<file path="config.mk">
export PLATFORM = sky130hd
export DESIGN_NAME = dff_pipe
export DESIGN_NICKNAME = d
export VERILOG_FILES = /design/src/rtl/dff_pipe.sv
export SDC_FILE = /design/constraint.sdc
export NUM_CORES = 1
export LEC_CHECK = 0
export BUFFER_PORTS_ARGS = -buffer_cell sky130_fd_sc_hd__clkbuf_2
export CORE_MARGIN = 2
export CORE_UTILIZATION = 40
export CTS_BUF_LIST = sky130_fd_sc_hd__clkbuf_16
export DETAILED_ROUTE_END_ITERATION = 16
export GPL_TIMING_DRIVEN = 1
export SYNTH_ARGS = -nofsm -noshare
export SYNTH_HDL_FRONTEND = slang
export SYNTH_SLANG_ARGS = --single-unit
</file>
<file path="constraint.sdc">
create_clock -name clk -period 2.1 [get_ports clk]
set_input_delay 0.105 -clock clk [delete_from_list [all_inputs] [get_ports clk]]
set_output_delay 0.105 -clock clk [all_outputs]
set_load 0.01 [all_outputs]
</file>
<file path="src/rtl/dff_pipe.sv">
// WIDTH-bit, DEPTH-stage registered pipeline with valid/ready flow control,
// bubble collapsing and synchronous flush.
module dff_pipe #(
    parameter int              WIDTH     = 8,
    parameter int              DEPTH     = 4,
    parameter logic [WIDTH-1:0] RESET_VAL = '0
) (
    input  logic                         clk,
    input  logic                         resetn,
    input  logic                         i_flush,
    input  logic                         i_in_valid,
    output logic                         o_in_ready,
    input  logic [WIDTH-1:0]             i_in_data,
    output logic                         o_out_valid,
    input  logic                         i_out_ready,
    output logic [WIDTH-1:0]             o_out_data,
    output logic [$clog2(DEPTH+1)-1:0]   o_occupancy
);
    localparam int CW = $clog2(DEPTH+1);

    logic [DEPTH-1:0]            w_v;
    logic [DEPTH-1:0][WIDTH-1:0] w_d;
    logic [DEPTH:0]              w_rdy;
    logic                        w_acc;
    logic                        w_xin;
    logic                        w_xout;
    logic [CW-1:0]               r_occ;

    // Stage i may load if any stage from i to the tail is empty or the sink
    // accepts; this is the unrolled form of r[i] = !v[i] | r[i+1].
    always_comb begin
        w_rdy = '0;
        w_acc = 1'b0;
        for (int i = 0; i <= DEPTH; i++) begin
            w_acc = i_out_ready;
            for (int j = i; j < DEPTH; j++)
                w_acc = w_acc | !w_v[j];
            w_rdy[i] = w_acc;
        end
    end

    for (genvar i = 0; i < DEPTH; i++) begin : g_stage
        logic             r_v;
        logic [WIDTH-1:0] r_d;
        logic             w_src_v;
        logic [WIDTH-1:0] w_src_d;

        if (i == 0) begin : g_head
            assign w_src_v = i_in_valid;
            assign w_src_d = i_in_data;
        end else begin : g_body
            assign w_src_v = w_v[i-1];
            assign w_src_d = w_d[i-1];
        end

        // Data only captured alongside a valid word so idle stages don't toggle.
        always_ff @(posedge clk) begin
            if (!resetn || i_flush) begin
                r_v <= 1'b0;
                r_d <= RESET_VAL;
            end else if (w_rdy[i]) begin
                r_v <= w_src_v;
                if (w_src_v)
                    r_d <= w_src_d;
            end
        end

        assign w_v[i] = r_v;
        assign w_d[i] = r_d;
    end

    assign o_in_ready  = w_rdy[0] & !i_flush;
    assign o_out_valid = w_v[DEPTH-1] & !i_flush;
    assign o_out_data  = w_d[DEPTH-1];

    assign w_xin  = i_in_valid & o_in_ready;
    assign w_xout = o_out_valid & i_out_ready;

    always_ff @(posedge clk) begin
        if (!resetn || i_flush)
            r_occ <= '0;
        else
            r_occ <= r_occ + CW'(w_xin) - CW'(w_xout);
    end

    assign o_occupancy = r_occ;

    a_occ_matches_valid: assert property (@(posedge clk)
        resetn |-> (r_occ == CW'($countones(w_v))));

endmodule

</file>
==> results.json, run 1 <==
{
  "placed_cell_area_mm2": 0.00186,
  "muxShareOfSynthArea_pct": 9.50,
  "antenna_found_initial": 0,
  "routed_wl_mm": 3.37,
  "hold_viol_final": 0,
  "power_density_mw_per_mm2": 760,
  "cp-end-kind": "flop",
  "synth-compound-area-share_pct": 14.2,
  "dieArea_mm2": 0.00475,
  "regArea_um2": 785,
  "cts_tree": "built",
  "p_comb_share_pct": 5.7,
  "worst_slew_margin_rel_pct": 64.7,
  "skew_ns": 0.00327,
  "synth_nets": 197,
  "first_pass_iters": 4,
  "fmax_mhz": 477,
  "worst_hold_slack_ns": 0.0749,
  "swShare_pct": 21.4,
  "rows": 23,
  "cts_buffers": 5,
  "path_class": "reg -> reg",
  "yosys.area.top_type": "dfxtp_1",
  "synthTopCellsByArea": "dfxtp_1 (46%), mux2i_1 (9.5%), nand2_1 (5.6%)",
  "h-tree-depth": 2,
  "cp_max_fo": 2,
  "die_h_um": 68.9,
  "syn2layout_area_growth_pct": 20.8,
  "layout_setup_ws_ns": 0.00373,
  "synth_simple_gate_area_share_pct": 20.4,
  "synth_ff_type": "dfxtp_1",
  "stdcell_area_mm2": 0.00204,
  "diodes": 0,
  "clkSinkCount": 39,
  "timing.rr.start": "g_stage[2].r_v",
  "coreArea_mm2": 0.00403,
  "rsz0062_at_grt": "yes",
  "critPathRequiredTime_ns": 2.24,
  "port_buffers": 25,
  "cp.arrival_ns": 2.24,
  "synth.top_cell.area_share_pct": 46.3,
  "place.gp.congestion": 0.734,
  "synth_top_family_by_area": "simple AND/OR/NAND/NOR gates",
  "drv_slew": 0,
  "switching_power_mw": 0.332,
  "syn-cell-area_mm2": 0.00169,
  "layout-drive-gt1-share_pct": 25.8,
  "max_cap_violations": 0,
  "clkTransAtPathRegs_ns": 0.06,
  "worst_pin_slew_ns": 0.530,
  "leakage_nw": 0.794,
  "fill_cells": 407,
  "yosysUniqueCellTypes": 30,
  "grt_usage_pct": 16.8,
  "min_period_ns": 2.10,
  "vdd_drop_max_v": 0.000424,
  "hold_path.class": "in -> reg",
  "multiInputGateArea_um2": 847,
  "ys_ff_latch": 39,
  "grt_overflow": 0,
  "num_vias": 1385,
  "drt-vias-per-instance": 5.35,
  "synth-edff-count": 0,
  "async_flop_share_pct": 0,
  "power.total_mw": 1.55,
  "worstSetupStartpointType": "flop",
  "wire_per_inst_um": 13.0,
  "synthAdderAreaFrac_pct": 2.67,
  "fin_crit_sh_pct": 99.8,
  "grt_max_degree": 49,
  "crit_path_start": "g_stage[2].r_v",
  "grt_pass1_vias": 1342,
  "synth_common_cells": "dfxtp_1 (39), nand2_1 (25), mux2i_1 (16), nand3_1 (16), a21oi_1 (12)",
  "avgSynthCellArea_um2": 9.31,
  "drt_iter0_drc": 56,
  "synth_xor_area_share_pct": 1.04,
  "pwr-share-clk_pct": 45.0,
  "io_pins": 26,
  "pre_cts_slack_ns": -0.0263,
  "cts-hold-fix-buffers": 0,
  "p_int_mw": 1.22,
  "clock_latency_ns": 0.27,
  "ys_seq_area_share_pct": 46.3,
  "drc": 0,
  "status": "finished, final reports clean",
  "syn-instance-count": 181,
  "grt_pass1_wl_mm": 5.96,
  "nets": 224,
  "final_core_util_pct": 50.5,
  "yosysWarnings": 0,
  "cts_max_path_buffers": 2,
  "hp-start": "i_in_data[1]",
  "root_buffer": "clkbuf_16",
  "place_hpwl_mm": 2.49,
  "setup_viol": 0,
  "start_util_pct": 41.8,
  "ant_nets": 0,
  "p_seq_share_pct": 49.3,
  "die_x_um": 68.9,
  "post-synth-top-count-cell": "dfxtp_1"
}
-- cell usage in the layout, fill, tap and decap left out, types with 3 or more instances in the layout --
master,instances
a21oi_1,11
a32oi_1,7
buf_4,8
clkbuf_16,5
clkbuf_2,25
dfxtp_1,36
dfxtp_2,3
inv_1,4
inv_2,3
mux2i_1,16
nand2_1,24
nand3_1,16
nand4_1,8
nor2_1,6
o211ai_1,7
o21ai_0,8
-- layer usage --
layer	GRT usage [%]	vias up	wire, um
li1	-	705	-
met1	20.6	639	1600
met2	28.1	34	1570
met3	3.90	7	147
met4	7.35	0	58
met5	0	-	0
-- through the flow --
stage	instances	setup TNS [ns]
final	259	0
after global routing	259	-0.0836
after CTS	258	-0.0191
after detailed placement	250	-0.0263
after global placement	250	0
after floorplan	181	-0.108
-- cell families (layout without fill, tap and decap cells) --
| family | after synthesis | in the layout |
|---|---|---|
| AO/OA/AOI/OAI | 36 | 36 |
| buffers and inverters | 18 | 46 |
| adder cells (fa/ha/maj) | 3 | 3 |
| XOR/XNOR | 2 | 2 |
| flip-flops | 39 | 39 |
| AND/OR/NAND/NOR | 67 | 67 |
| multiplexers | 16 | 16 |
-- power by group through the flow --
stage	registers, mW	logic, mW	clock network, mW
global route	0.764	0.0994	0.744
CTS	0.762	0.0859	0.711
detailed placement	0.778	0.0856	0
finish	0.762	0.0890	0.697
floorplan	0.776	0.0556	0
global placement	0.777	0.0815	0
-- cell type report --
| type | count | area share, % |
|---|---|---|
| clock inverters | 3 | 0.615 |
| well taps | 50 | 3.07 |
| multi-input cells | 124 | 41.6 |
| flip-flops and latches | 39 | 38.5 |
| repair buffers | 33 | 9.10 |
| clock buffers | 5 | 6.15 |
| inverters | 5 | 0.922 |
-- worst paths after layout --
check	to	slack [ns]	cells after the start
max	o_occupancy[2]	0.004	11
min	g_stage[0].r_d[1]	0.07	3
max reg2reg	o_occupancy[2]	0.004	11
min reg2reg	g_stage[2].r_d[4]	0.46	2
-- flip-flops by register name, summed over array words and instances, names as in the netlist --
register	cells
o_occupancy	3
o_out_data	8
g_stage.r_d	24
g_stage.r_v	4
-- repair_timing --
| action | CTS | global route |
|---|---|---|
| gates cloned | 0 | 0 |
| pin swaps | 3 | 5 |
| gates resized for setup | 0 | 8 |
| setup buffers | 0 | 1 |
| setup endpoints to repair | 1 | 1 |
-- critical path: stages, from the launching register on --
cell,delay (ns)
dfxtp_2,0.31
and4b_2,0.26
a21oi_4,0.16
nand2_2,0.09
ha_4,0.21
inv_2,0.06
ha_4,0.12
inv_2,0.03
fa_2,0.34
xor2_1,0.15
xnor2_1,0.16
nor2_1,0.06
Power figures use the tool's default switching activity.
==> run 2, diff against run 1 <==
CORE_ASPECT_RATIO = 0.8   (was unset)
RECOVER_POWER = 25   (was unset)
==> results.json, run 2 (synthesis results as in run 1) <==
{
  "cts-hold-fix-buffers": 0,
  "drv_slew": 0,
  "final_common_cell": "dfxtp_1",
  "crit_family": "adder cells",
  "drt_iter0_drc": 64,
  "rows": 21,
  "cp-end-kind": "flop",
  "routed_wl_mm": 3.73,
  "slowest_stage": "fa_2",
  "wire_per_inst_um": 14.0,
  "grt_max_degree": 33,
  "path_cells": "and4b_2, a21oi_4, nand2_2, ha_4, inv_2, ha_1, inv_1, fa_2, xor2_1, xnor2_1, nor2_1",
  "layout_common_cells": "dfxtp_1 (38), nand2_1 (24), nand3_1 (16), mux2i_1 (16), clkbuf_2 (15)",
  "antenna_found_initial": 0,
  "dieArea_mm2": 0.00475,
  "max_cap_violations": 0,
  "cts_max_path_buffers": 2,
  "num_vias": 1419,
  "rsz0062_at_grt": "yes",
  "h-tree-depth": 2,
  "io_pins": 26,
  "worst_hold_slack_ns": 0.0776,
  "cp_max_fo": 2,
  "port_buffers": 25,
  "cts_tree": "built",
  "critPathRequiredTime_ns": 2.24,
  "power.total_mw": 1.55,
  "drc": 0,
  "worstSetupStartpointType": "flop",
  "place_hpwl_mm": 2.71,
  "min_period_ns": 2.06,
  "leakage_nw": 0.754,
  "fill_cells": 391,
  "nets": 225,
  "cp.arrival_ns": 2.20,
  "die_h_um": 62.1,
  "grt_overflow": 0,
  "skew_ns": 0.00323,
  "vdd_drop_max_v": 0.000484,
  "coreArea_mm2": 0.00413,
  "start_util_pct": 40.9,
  "fmax_mhz": 486,
  "cts_setup_buffers": 0,
  "diodes": 0,
  "largest_reg_flops": 24,
  "fin_crit_sh_pct": 98.0,
  "drt-vias-per-instance": 5.31,
  "power_density_mw_per_mm2": 767,
  "setup_viol": 0,
  "grt_pass1_vias": 1334,
  "status": "finished, final reports clean",
  "first_pass_iters": 4,
  "syn2layout_area_growth_pct": 20.3,
  "path_class": "reg -> reg",
  "grt_pass1_wl_mm": 6.00,
  "hold_path.class": "in -> reg",
  "ant_nets": 0,
  "cts_buffers": 5,
  "die_x_um": 76.6,
  "grt_usage_pct": 16.3,
  "crit_buf_inv": 2,
  "layout-drive-gt1-share_pct": 19.5,
  "hold_viol_final": 0,
  "clkTransAtPathRegs_ns": 0.06,
  "critPathMaxStageDelay_ns": 0.33,
  "worst_slew_margin_rel_pct": 61.3,
  "clock_latency_ns": 0.27,
  "root_buffer": "clkbuf_16",
  "top_register": "g_stage.r_d",
  "worst_pin_slew_ns": 0.580,
  "clkSinkCount": 39,
  "place.gp.congestion": 0.763
}
-- run 2: cell types whose count changed in the layout (fill, tap and decap cells not counted), moves of 2 or more --
cell      before  now
clkbuf_2      25   15
dfxtp_2        3    1
dfxtp_1       36   38
clkinv_1       0    2
clkbuf_1       0   10
-- run 2: worst paths after layout --
kind                        to  slack [ns]         startpoint  cells past startpoint
min reg2reg  g_stage[2].r_d[7]        0.47  g_stage[2].r_d[7]                      2
max reg2reg     o_occupancy[2]        0.04     g_stage[1].r_v                     11
min          g_stage[0].r_d[3]        0.08       i_in_data[3]                      3
max             o_occupancy[2]        0.04     g_stage[1].r_v                     11
-- run 2: final cells by class --
type | count | area (um^2) | area share [%]
clock buffers | 5 | 125 | 6.17
multi-input cells | 124 | 835 | 41.2
well taps | 57 | 71.3 | 3.52
inverters | 5 | 18.8 | 0.926
repair buffers | 34 | 180 | 8.89
clock inverters | 3 | 15.0 | 0.741
flip-flops and latches | 39 | 782 | 38.6
-- run 2: through the flow --
step | util [%] | cells | worst slack (ns) | instance area [um^2] | TNS (ns)
finish | 49.1 | 267 | 0.0423 | 2030 | 0
CTS | 49.1 | 267 | -0.0171 | 2020 | -0.0171
global route | 49.1 | 267 | -0.0310 | 2030 | -0.0310
global placement | 45.7 | 259 | 0.0692 | 1880 | 0
floorplan | - | 181 | -0.108 | 1700 | -0.108
detailed placement | 45.7 | 259 | -0.0227 | 1880 | -0.0227
-- run 2: repair_timing --
item	CTS	global route
hold endpoints to repair	0	0
endpoints found under the setup margin	1	1
gates resized for setup	0	3
pin swaps	3	2
-- run 2: power by group --
| group | internal [mW] | leakage [nW] | total, mW | switching (mW) |
|---|---|---|---|---|
| clock | 0.431 | 0.0649 | 0.700 | 0.269 |
| combinational | 0.0369 | 0.372 | 0.0921 | 0.0552 |
| sequential | 0.753 | 0.316 | 0.762 | 0.00950 |
| total | 1.22 | 0.754 | 1.55 | 0.334 |
-- run 2: per-layer routing --
metal | track usage [%] | wire length, um | up-vias
met3 | 4.91 | 157 | 2
met1 | 18.3 | 1690 | 680
met5 | 0 | 0 | -
li1 | - | - | 704
met2 | 30.5 | 1870 | 33
met4 | 5.97 | 19 | 0
-- run 2: worst register-to-register path, cell delays in order (launching register included) --
cell	delay [ns]
dfxtp_2	0.31
and4b_2	0.27
a21oi_4	0.16
nand2_2	0.08
ha_4	0.22
inv_2	0.04
ha_1	0.12
inv_1	0.05
fa_2	0.33
xor2_1	0.15
xnor2_1	0.15
nor2_1	0.05
==> run 3, diff against run 2 <==
SETUP_SLACK_MARGIN = 0.05   (was unset)
==> results.json, run 3 (synthesis results as in run 1) <==
{
  "status": "finished, final reports clean",
  "min_period_ns": 2.08,
  "rsz0062_at_grt": "yes",
  "cts_max_path_buffers": 2,
  "timing.rr.start": "g_stage[1].r_v",
  "final_core_util_pct": 49.1,
  "fmax_mhz": 480,
  "hp-start": "i_in_data[2]",
  "root_buffer": "clkbuf_16",
  "rows": 21,
  "num_vias": 1455,
  "crit_buf_inv": 2,
  "place_hpwl_mm": 2.63,
  "drt_iter0_drc": 69,
  "routed_wl_mm": 3.63,
  "critPathMaxStageDelay_ns": 0.35,
  "fin_cells": 268,
  "io_pins": 26,
  "slowest_stage": "fa_2",
  "final_common_cell": "dfxtp_1",
  "ant_nets": 0,
  "top_register": "g_stage.r_d",
  "coreArea_mm2": 0.00413,
  "drt-vias-per-instance": 5.43,
  "nets": 226,
  "start_util_pct": 40.9,
  "worstSetupStartpointType": "flop",
  "switching_power_mw": 0.351,
  "regArea_um2": 782,
  "largest_reg_flops": 24,
  "power.total_mw": 1.57,
  "placed_cells": 259,
  "grt_pass1_vias": 1338,
  "hold_path.class": "in -> reg",
  "worst_slew_margin_rel_pct": 62.8,
  "pwr-share-clk_pct": 45.9,
  "multiInputGateArea_um2": 827,
  "fill_cells": 421,
  "drc": 0,
  "clkSinkCount": 39,
  "whs_path_depth": 3,
  "power_density_mw_per_mm2": 776,
  "path_class": "reg -> reg",
  "p_int_mw": 1.22,
  "placed_cell_area_mm2": 0.00188,
  "skew_ns": 0.00533,
  "r2r_cells": 11,
  "syn2layout_area_growth_pct": 20.3,
  "place.gp.congestion": 0.749,
  "crit_family": "adder cells",
  "wire_per_inst_um": 13.5,
  "first_pass_iters": 4,
  "drv_slew": 0,
  "cts_buffers": 5,
  "vdd_drop_max_v": 0.000311,
  "grt_usage_pct": 16.6,
  "hold_viol_final": 0,
  "layout-drive-gt1-share_pct": 19.9,
  "cp.arrival_ns": 2.23,
  "grt_overflow": 0,
  "crit_path_start": "g_stage[1].r_v",
  "setup_viol": 0,
  "max_cap_violations": 0,
  "h-tree-depth": 2,
  "dieArea_mm2": 0.00475,
  "layout_common_cells": "dfxtp_1 (38), nand2_1 (25), nand3_1 (16), mux2i_1 (16), clkbuf_2 (15)",
  "grt_max_degree": 33,
  "cts-hold-fix-buffers": 0,
  "clock_latency_ns": 0.28,
  "path_cells": "and4b_2, a21oi_4, nand2_1, ha_1, inv_1, ha_1, inv_1, fa_2, xor2_2, xnor2_1, nor2_1",
  "p_comb_share_pct": 5.7,
  "critPathRequiredTime_ns": 2.25,
  "cts_tree": "built",
  "clkTransAtPathRegs_ns": 0.06,
  "swShare_pct": 22.3,
  "antenna_found_initial": 0,
  "finalSetupTns_ns": 0,
  "stdcell_area_mm2": 0.00203,
  "leakage_nw": 0.769,
  "grt_pass1_wl_mm": 5.98,
  "die_x_um": 76.6,
  "cp.depth": 11,
  "cp_max_fo": 2,
  "port_buffers": 25,
  "die_h_um": 62.1,
  "cp-end-kind": "flop",
  "fin_crit_sh_pct": 99.3,
  "worst_pin_slew_ns": 0.558,
  "diodes": 0,
  "p_seq_share_pct": 48.5
}
==> run 3: changes by cell type in the layout (fill, tap and decap cells not counted), sizes merged <==
| cell | change |
|---|---|
| clkinv | +1 |
| buf | +1 |
| clkinvlp | -1 |
==> run 3: path summary, 6_finish.rpt <==
kind,endpoint,slack (ns)
worst max-delay path,o_occupancy[2],0.02
worst max register to register,o_occupancy[2],0.02
worst min-delay path,g_stage[0].r_d[2],0.06
worst min register to register,g_stage[2].r_d[7],0.46
==> run 3: cell type report <==
cell class / count / area share (%)
clock buffers: 5 / 6.17
clock inverters: 3 / 0.741
inverters: 5 / 0.926
multi-input cells: 124 / 40.8
flip-flops and latches: 39 / 38.6
well taps: 57 / 3.52
repair buffers: 35 / 9.26
==> run 3: per-stage QoR <==
step | hold slack [ns] | worst slack (ns)
2_1_floorplan | 0.230 | -0.108
3_3_place_gp | 0.344 | 0.0682
3_5_place_dp | 0.357 | 0.00892
4_1_cts | 0.0647 | 0.00737
5_1_grt | 0.0864 | -0.117
6_report | 0.0616 | 0.0156
==> run 3: what timing repair did <==
item | in CTS | in global routing
buffers inserted | 0 | 1
pin swaps | 2 | 0
resized for setup | 0 | 1
setup endpoints to repair | 1 | 2
==> run 3: per-layer routing <==
metal / global-route usage (%) / wire length (um) / up-vias / share of wire, %
li1: - / - / 717 / -
met1: 18.8 / 1660 / 704 / 46
met2: 29.3 / 1740 / 27 / 48
met3: 4.62 / 149 / 7 / 4.1
met4: 9.61 / 81 / 0 / 2.2
met5: 0 / 0 / - / 0
==> run 3: power by group through the flow <==
stage                     logic [mW]  registers (mW)  clock network, mW
after floorplan               0.0556           0.776                  0
final                         0.0889           0.762              0.721
after detailed placement      0.0891           0.778                  0
after global routing          0.0986           0.763              0.764
after CTS                     0.0896           0.762              0.735
after global placement        0.0855           0.777                  0
==> run 3: worst min-delay path: stages <==
cell	delay, ns
clkbuf_2	0.09
a32oi_1	0.05
o211ai_1	0.07
